==> src/rtl/fetch_queue.sv <==
// Instruction fetch front end: request/response imem port, prefetch FIFO, decode registers.
// Define FETCH_PERF_CNT_EN to add the perf_bubbles / perf_redirects counters.
module fetch_queue #(
    parameter int unsigned DEPTH    = 4,
    parameter logic [31:0] RESET_PC = 32'h0000_0000,
    parameter logic [31:0] NOP_INST = 32'h0000_0033
) (
    input  logic        clk,
    input  logic        rst,
    output logic        imem_req_valid,
    output logic [31:0] imem_req_addr,
    input  logic        imem_req_ready,
    input  logic        imem_resp_valid,
    input  logic [31:0] imem_resp_data,
    input  logic        stall,
    input  logic        redirect,
    input  logic [31:0] redirect_pc,
    output logic [31:0] inst_de,
    output logic [31:0] pc_de,
    output logic [31:0] pcinc_de,
    output logic        inst_valid_de
`ifdef FETCH_PERF_CNT_EN
    ,
    output logic [31:0] perf_bubbles,
    output logic [31:0] perf_redirects
`endif
);

    localparam int AW = $clog2(DEPTH);
    localparam int CW = AW + 1;

    logic [31:0]   fifo_inst [DEPTH];
    logic [31:0]   fifo_pc   [DEPTH];
    logic [AW-1:0] rd_ptr;
    logic [AW-1:0] wr_ptr;
    logic [CW-1:0] count;
    logic [CW-1:0] outstanding;
    logic [CW-1:0] drop;
    logic [31:0]   fetch_pc;
    logic [31:0]   resp_pc;

    logic [CW:0]   credit_used;
    logic          accept;
    logic          keep;
    logic          fifo_empty;
    logic          pop;
    logic          bypass;
    logic          push;

    // Credits cover both buffered words and words still in flight, so the FIFO never overflows.
    always_comb begin
        credit_used    = {1'b0, count} + {1'b0, outstanding};
        imem_req_valid = !rst && !redirect && (credit_used < (CW+1)'(DEPTH));
        imem_req_addr  = fetch_pc;
        accept         = imem_req_valid && imem_req_ready;
        keep           = imem_resp_valid && (drop == '0);
        fifo_empty     = (count == '0);
        pop            = !redirect && !stall && !fifo_empty;
        bypass         = !redirect && !stall && fifo_empty && keep;
        push           = !redirect && keep && !bypass;
    end

    always_ff @(posedge clk) begin
        if (push) begin
            fifo_inst[wr_ptr] <= imem_resp_data;
            fifo_pc[wr_ptr]   <= resp_pc;
        end
    end

    // On redirect every request still in flight is stale, so drop inherits the whole outstanding count.
    always_ff @(posedge clk or posedge rst) begin
        if (rst) begin
            fetch_pc    <= RESET_PC;
            resp_pc     <= RESET_PC;
            rd_ptr      <= '0;
            wr_ptr      <= '0;
            count       <= '0;
            outstanding <= '0;
            drop        <= '0;
        end else begin
            outstanding <= outstanding + CW'(accept) - CW'(imem_resp_valid);
            if (redirect) begin
                drop     <= outstanding - CW'(imem_resp_valid);
                fetch_pc <= redirect_pc;
                resp_pc  <= redirect_pc;
                rd_ptr   <= '0;
                wr_ptr   <= '0;
                count    <= '0;
            end else begin
                if (accept) begin
                    fetch_pc <= fetch_pc + 32'd4;
                end
                if (imem_resp_valid && (drop != '0)) begin
                    drop <= drop - CW'(1);
                end
                if (keep) begin
                    resp_pc <= resp_pc + 32'd4;
                end
                if (push) begin
                    wr_ptr <= wr_ptr + AW'(1);
                end
                if (pop) begin
                    rd_ptr <= rd_ptr + AW'(1);
                end
                count <= count + CW'(push) - CW'(pop);
            end
        end
    end

    always_ff @(posedge clk or posedge rst) begin
        if (rst) begin
            inst_de       <= NOP_INST;
            pc_de         <= '0;
            pcinc_de      <= '0;
            inst_valid_de <= 1'b0;
        end else if (redirect) begin
            inst_de       <= NOP_INST;
            inst_valid_de <= 1'b0;
        end else if (stall) begin
            inst_de       <= inst_de;
        end else if (pop) begin
            inst_de       <= fifo_inst[rd_ptr];
            pc_de         <= fifo_pc[rd_ptr];
            pcinc_de      <= fifo_pc[rd_ptr] + 32'd4;
            inst_valid_de <= 1'b1;
        end else if (bypass) begin
            inst_de       <= imem_resp_data;
            pc_de         <= resp_pc;
            pcinc_de      <= resp_pc + 32'd4;
            inst_valid_de <= 1'b1;
        end else begin
            inst_de       <= NOP_INST;
            inst_valid_de <= 1'b0;
        end
    end

`ifdef FETCH_PERF_CNT_EN
    // A bubble is any non-stalled edge that leaves decode without a real instruction.
    always_ff @(posedge clk or posedge rst) begin
        if (rst) begin
            perf_bubbles   <= '0;
            perf_redirects <= '0;
        end else begin
            if (!stall && !(pop || bypass)) begin
                perf_bubbles <= perf_bubbles + 32'd1;
            end
            if (redirect) begin
                perf_redirects <= perf_redirects + 32'd1;
            end
        end
    end
`endif

    resp_has_request: assert property (@(posedge clk) disable iff (rst)
        imem_resp_valid |-> (outstanding != '0));

    fifo_no_overflow: assert property (@(posedge clk) disable iff (rst)
        push |-> ((count != CW'(DEPTH)) || pop));

endmodule

==> config.mk <==
export PLATFORM = sky130hd
export DESIGN_NAME = fetch_queue
export DESIGN_NICKNAME = d
export VERILOG_FILES = /design/src/rtl/fetch_queue.sv
export SDC_FILE = /design/constraint.sdc
export NUM_CORES = 1
export LEC_CHECK = 0
export CORE_AREA = 5 5 252 254
export CTS_CLUSTER_DIAMETER = 150
export DETAILED_ROUTE_END_ITERATION = 8
export DIE_AREA = 0 0 257 259
export SKIP_CTS_REPAIR_TIMING = 1
export SYNTH_ARGS = -nofsm -noshare
export SYNTH_HDL_FRONTEND = slang
export SYNTH_SLANG_ARGS = --single-unit
export TNS_END_PERCENT = 1
==> constraint.sdc <==
create_clock -name clk -period 6 [get_ports clk]
set_input_delay 1.2 -clock clk [delete_from_list [all_inputs] [get_ports clk]]
set_output_delay 1.2 -clock clk [all_outputs]
set_load 0.02 [all_outputs]
* Word level (Yosys, flattened, before mapping)
Memory sizes are Yosys's and may differ from the RTL's.
Index checks and enable logic that the tools add are counted.
** Word-level totals
- Flip-flop bits (word level) :: 174
- Bits in writable memories :: 256
- Input bits :: 70
- Output and inout bits :: 130
- Logic and storage cells :: 80
- Memories kept :: 2
** Operators by class
- Add/sub/neg operators :: 12
- $lt $le $gt $ge :: 1
- Eq/ne operators :: 1
- Multiplexer cells :: 25
- Bitwise logic cells :: 2
- Reductions and logical operators :: 26
** Memory list
- fifo_inst :: words 4, bits a word 32, read ports 1, clocked after memory_dff 0, write ports 1, RTL line 32 : logic [31:0] fifo_inst [DEPTH];
- fifo_pc :: words 4, bits a word 32, read ports 1, clocked after memory_dff 0, write ports 1, RTL line 33 : logic [31:0] fifo_pc [DEPTH];
** Operator list (number)
- two-way mux 32 bit :: 12
- adder 32 x 3 -> 32 bit, second input constant :: 3
- nonzero test 2 bit :: 6
- logical AND 1 bit :: 11
- two-way mux 3 bit :: 3
- subtractor 3 x 1 -> 3 bit :: 3
- two-way mux 2 bit :: 4
- adder 3 x 1 -> 3 bit :: 2
- logical NOT 3 bit :: 2
- two-way mux 1 bit :: 6
- logical NOT 1 bit :: 5
- adder 2 x 1 -> 2 bit, second input constant :: 2
- adder 3 x 3 -> 4 bit :: 1
- less-than comparator 4 x 3 -> 1 bit, second input constant :: 1
- AND reduction 3 bit :: 1
- nonzero test 3 bit :: 1
- subtractor 3 x 1 -> 3 bit, second input constant :: 1
- inequality test 2 x 1 -> 1 bit, second input constant :: 1
- NOT 1 bit :: 2

* Longest topological paths before layout
Gate-level depths: netlist of run 1.
- Depth after elaboration :: 9
- Mapped depth :: 14
- Mapped depth without buffers :: 13

* Worst setup path before layout of run 1
OpenSTA, ideal clock, no wires.
- Path type :: input to register
- Start :: input port imem_resp_valid
- End :: memory fifo_inst[0][0], enable pin
- Library setup time :: 429 ps
- Arrival :: 3447 ps
- Required time :: 5571 ps
- Setup slack :: 2124 ps
- Stages :: 4
- Buffers on the path :: 1
- Cell sequence :: nand3b_1 -> clkbuf_1 -> nor2_1 -> and3_1
** On the way
- Longest elaborated chain between the ends :: 6
- Elaborated cells on any way between the ends :: 7
- Classes of those cells :: 2 x mux; 5 x reduce/logical
** Ends and longest elaborated chain
- start, declared :: RTL line 13 : input logic imem_resp_valid,
- logical AND 1 bit * :: RTL line 56 : keep = imem_resp_valid && (drop == '0);
- logical AND 1 bit :: RTL line 59 : bypass = !redirect && !stall && fifo_empty && keep;
- logical NOT 1 bit :: RTL line 60 : push = !redirect && keep && !bypass;
- logical AND 1 bit * :: RTL line 60
- two-way mux 1 bit * :: RTL line 64 : if (push) begin
- two-way mux 1 bit (implied by the code) * :: RTL line 65 : fifo_inst[wr_ptr] <= imem_resp_data;
- end, declared :: RTL line 32
Mark *: on every way between the ends. The rest lies on a longest branch, timed or not.

* Worst setup path after layout of run 1
- Start :: input port rst
- End :: output port imem_req_valid
** On the way
- Longest elaborated chain between the ends :: 3
** Ends and longest elaborated chain
- start, declared :: RTL line 9 : input logic rst,
- logical NOT 1 bit (no source line)
- logical AND 1 bit (2 in a row) :: RTL line 53 : imem_req_valid = !rst && !redirect && (credit_used < (CW+1)'(DEPTH));
- end, declared :: RTL line 10 : output logic imem_req_valid,
Every way passes these cells.

==> results.json, run 1 <==
{
  "status": "finished clean",
  "initial_core_util_pct": 30.7,
  "finalSetupTns_ns": 0,
  "route.vias.total": 12400,
  "cp_max_fo": 2,
  "drive_gt1_share_pct": 10.7,
  "ys.flop_type": "edfxtp_1",
  "synth_top_family_by_area": "simple AND/OR/NAND/NOR gates",
  "syn_to_final_growth_pct": 22.6,
  "syn_inst": 1408,
  "yosys.cell_count.top_type": "edfxtp_1",
  "num_rows": 91,
  "synth.net_count": 1497,
  "cap_viol_max_count": 0,
  "die_x_um": 257,
  "post-synth-top-area-cell": "edfxtp_1",
  "wl_per_cell_um": 21.9,
  "synthArstFlopShare_pct": 40.2,
  "insertion_delay_ns": 0.56,
  "ir_drop_mv": 0.219,
  "fmax_ghz": 0.253,
  "tritoncts": "done",
  "cts_max_level": 2,
  "tightest_slew_ns": 1.14,
  "setup_viol": 0,
  "grt_max_degree": 95,
  "r2r_slack_ns": 2.44,
  "antenna_cells": 0,
  "critPathRequiredTime_ns": 4.80,
  "reg2regPathDepth": 10,
  "period_needed_ns": 3.95,
  "endpoint_kind": "output pin",
  "p_per_area_nw_per_um2": 407,
  "antenna_found_initial": 0,
  "cts_buffers": 45,
  "drtAntennaViolNets": 0,
  "yosys-top-cells-area": "edfxtp_1 41%, dfrtp_1 22%, mux4_2 6.7%",
  "timing.final.crit_share_pct": 65.9,
  "synth.area.mux_share_pct": 8.08,
  "synth_top_cell_area_share_pct": 41.1,
  "synth_compound_area_share_pct": 8.27,
  "die_h_um": 259,
  "cts.root.buffer_cell": "clkbuf_16",
  "first_global_vias": 12500,
  "crit_arrival_ns": 2.75,
  "nets": 1675,
  "min_to": "inst_de[15]",
  "drc": 0,
  "hpwl_mm": 35.0,
  "holdCritPathClass": "flip-flop to flip-flop",
  "grt_pass1_wl_mm": 80.3,
  "rsz0062_at_grt": "false",
  "synth_fa_ha_area_share_pct": 1.35,
  "globalplace.congestion": 0.842,
  "cts_buffer_depth": 3,
  "cellLeakagePower_uw": 0.00815,
  "drtPass1Iterations": 5,
  "ys_seq_elements": 428,
  "die-area_um2": 66600,
  "io_buffers": 199,
  "io-pin-count": 200,
  "ys_types": 68,
  "track_usage_pct": 15.4,
  "ys_seq_area_share_pct": 64.1,
  "drtIter0Drc": 1071,
  "fin_worst_skew_ns": 0.0183,
  "yosysWarnings": 0,
  "r2r-end": "outstanding[2]",
  "syn_avg_cell_area_um2": 13.3,
  "hold_viol": 0,
  "cts_num_sinks": 428,
  "crit_path_start_kind": "input port",
  "timing.rr.start": "count[2]",
  "yosys-top-cells-count": "256 x edfxtp_1, 176 x nand2_1, 168 x dfrtp_1",
  "synthXorXnorAreaFrac_pct": 4.26,
  "hp-start": "inst_de[15]",
  "yosys.area_share.simple_pct": 11.1,
  "syn_area_um2": 18700,
  "path_clk_slew_ns": 0.06,
  "worstHoldPathCells": 2,
  "synth_edf_count": 256,
  "overflow": 0,
  "p_total_uw": 9350,
  "routed_via_density": 5.13,
  "core_area_um2": 61000,
  "crit_type": "input port to output pin",
  "drt-total-wl_mm": 52.9,
  "drv_slew": 0,
  "maxSlewHeadroom_pct": 23.6
}
[worst max-delay path, stage by stage]
cell and delay [ns]:
clkdlybuf4s50_1 0.48, nor4_1 0.25, and3_1 0.21, clkdlybuf4s50_1 0.60
[kinds of logic after synthesis]
group           Yosys count
buf+inv                 116
fa+ha+maj                19
simple gates            439
compound gates          247
flops                   428
xor+xnor                 91
mux                      68
[per-stage QoR]
step	worst slack (ns)	hold slack [ns]	area [um2]	cells	util [%]
floorplan	0.146	0.471	18700	1408	-
global placement	1.66	0.454	21500	2329	35.2
detailed placement	1.63	0.456	21500	2329	35.2
CTS	2.06	0.471	22900	2413	37.6
global route	1.97	0.491	22900	2413	37.6
finish	2.05	0.463	22900	2413	37.6
[flip-flops by register name (all words and copies together), names as in the netlist, 30 cells and up]
name,count
pcinc_de,30
fifo_pc,128
resp_pc,32
fifo_inst,128
imem_req_addr,32
pc_de,32
inst_de,32
[how the worst max path moves through the flow]
stage,slack [ns],depth (start not counted),startpoint,to
floorplan,0.15,1,rst,count[0]
global placement,1.66,10,rst,outstanding[1]
detailed placement,1.63,10,rst,outstanding[2]
CTS,2.06,4,rst,imem_req_valid
global route,1.97,10,rst,outstanding[2]
finish,2.05,4,rst,imem_req_valid
[final cells by class]
type | count | area (um2)
Multi-Input combinational cell | 864 | 6230
Clock inverter | 21 | 233
Tap cell | 790 | 988
Fill cell | 5769 | 38100
Timing Repair Buffer | 215 | 2120
Clock buffer | 63 | 1240
Inverter | 32 | 125
Sequential cell | 428 | 12000
[layout by cell type (no fill, tap or decap), types with 19 or more instances in the layout]
master and instances:
edfxtp_1 256, clkdlybuf4s50_1 198, nand2_1 175, dfrtp_1 166
nor2_1 104, o21ai_0 74, mux4_2 56, a21oi_1 51
xor2_1 48, clkbuf_16 46, nand3_1 43, xnor2_1 43
inv_1 29, nand4_1 26, o22ai_1 26, a22oi_1 25
and3_1 19
[report_power, final]
part	total, uW	switching [uW]	internal (uW)
clock network	2780	1140	1630
logic	2540	1370	1160
registers	4040	504	3530
[metal layers]
| metal | global-route usage [%] | wire length (um) |
|---|---|---|
| met1 | 22.5 | 23700 |
| met2 | 23.7 | 23800 |
| met3 | 4.08 | 4710 |
| met4 | 2.61 | 683 |
| met5 | 0 | 0 |
(Power assumes the default switching activity.)
==> inputs of run 2 (changes only) <==
==> constraint.sdc (replaced) <==
create_clock -name clk -period 4 [get_ports clk]
set_input_delay 0.8 -clock clk [delete_from_list [all_inputs] [get_ports clk]]
set_output_delay 0.8 -clock clk [all_outputs]
set_load 0.02 [all_outputs]
==> results.json, run 2 (synthesis results as in run 1) <==
{
  "crit_path_start_kind": "flip-flop",
  "overflow": 0,
  "routed_via_density": 5.18,
  "critPathRequiredTime_ns": 3.20,
  "final_util_pct": 38.2,
  "globalplace.congestion": 0.821,
  "nets": 1699,
  "cts_num_sinks": 428,
  "slowest_stage": "clkdlybuf4s50_1",
  "critPathMaxStageDelay_ns": 0.61,
  "cp_num_buf_inv": 1,
  "insertion_delay_ns": 0.59,
  "holdWs_ns": 0.467,
  "syn_to_final_growth_pct": 24.6,
  "crit_family": "buffers and inverters",
  "cp_max_fo": 4,
  "initial_core_util_pct": 30.7,
  "endpoint_kind": "output pin",
  "antenna_cells": 0,
  "drive_gt1_share_pct": 12.3,
  "core_area_um2": 61000,
  "maxSlewHeadroom_pct": 38.2,
  "io_buffers": 199,
  "timing.final.crit_share_pct": 83.4,
  "final_area_um2": 23300,
  "hpwl_mm": 35.9,
  "hold_viol": 0,
  "worstHoldPathCells": 2,
  "drtIter0Drc": 1081,
  "wl_per_cell_um": 22.1,
  "path_clk_slew_ns": 0.06,
  "crit_type": "flip-flop to output pin",
  "grt_pass1_wl_mm": 81.6,
  "tightest_slew_ns": 0.923,
  "first_global_vias": 12700,
  "die-area_um2": 66600,
  "placed_cell_area_um2": 21700,
  "rsz0062_at_grt": "false",
  "status": "finished clean",
  "drtPass1Iterations": 5,
  "drc": 0,
  "setup_viol": 0,
  "cap_viol_max_count": 0,
  "biggestRegsByFlops": "fifo_inst x128, fifo_pc x128",
  "die_h_um": 259,
  "fmax_ghz": 0.300,
  "holdCritPathClass": "flip-flop to flip-flop",
  "finalSetupTns_ns": 0,
  "cellLeakagePower_uw": 0.00835,
  "p_per_area_nw_per_um2": 616,
  "fin_worst_skew_ns": 0.0174,
  "tritoncts": "done",
  "cts_buffers": 45,
  "reg2regPathDepth": 13,
  "track_usage_pct": 15.9,
  "drtAntennaViolNets": 0,
  "die_x_um": 257,
  "cts.root.buffer_cell": "clkbuf_16",
  "io-pin-count": 200,
  "drv_slew": 0,
  "grt_max_degree": 66,
  "crit_arrival_ns": 2.54,
  "route.vias.total": 12600,
  "path_cells": "ha_1 > nor4_1 > and3_1 > clkdlybuf4s50_1",
  "layout_common_cells": "256 x edfxtp_1, 198 x clkdlybuf4s50_1, 175 x nand2_1, 166 x dfrtp_1, 104 x nor2_1",
  "ir_drop_mv": 0.316,
  "period_needed_ns": 3.34,
  "num_rows": 91,
  "cts_buffer_depth": 3,
  "cts_max_level": 2,
  "crit_cells": 4,
  "layout_commonest_cell": "edfxtp_1",
  "drt-total-wl_mm": 53.9,
  "antenna_found_initial": 0
}
run 2: stage by stage:
stage,instances,worst slack (ns),power (uW)
CTS,2437,0.612,14500
global placement,2353,0.653,9980
detailed placement,2353,0.616,10100
finish,2437,0.664,14400
global route,2437,0.543,15100
floorplan,1408,0.524,8130
run 2: worst reg2reg max path: cells and delay by family, from the launching register on:
kind | cells | cell delay (ns)
simple gates | 5 | 1.16
fa+ha+maj | 3 | 0.71
flops | 1 | 0.50
buf+inv | 4 | 0.32
xor+xnor | 1 | 0.16
run 2: layout make-up:
type / instances / area, um2
sequential: 428 / 12000
multi-input combinational: 864 / 6230
timing repair buffer: 239 / 2400
inverter: 32 / 124
clock buffer: 59 / 1240
tap: 790 / 988
fill: 5771 / 37700
clock inverter: 25 / 338
run 2: worst paths after layout:
kind,startpoint,end,slack [ns]
max in group asynchronous,rst,inst_de[5],2.40
max,count[2],imem_req_valid,0.66
min reg2reg,inst_de[30],inst_de[30],0.47
min in group asynchronous,rst,imem_req_addr[3],0.80
max reg2reg,count[1],count[2],1.03
min,inst_de[30],inst_de[30],0.47
run 2: layer usage:
layer	share of wire, %	GRT usage, %
met2	45	24.3
met5	0	0
met4	2.0	3.50
met3	9.2	4.66
met1	44	22.5
run 2: power by group:
group	switching (uW)	internal (uW)
sequential	618	5300
combinational	2230	1780
clock	1780	2660
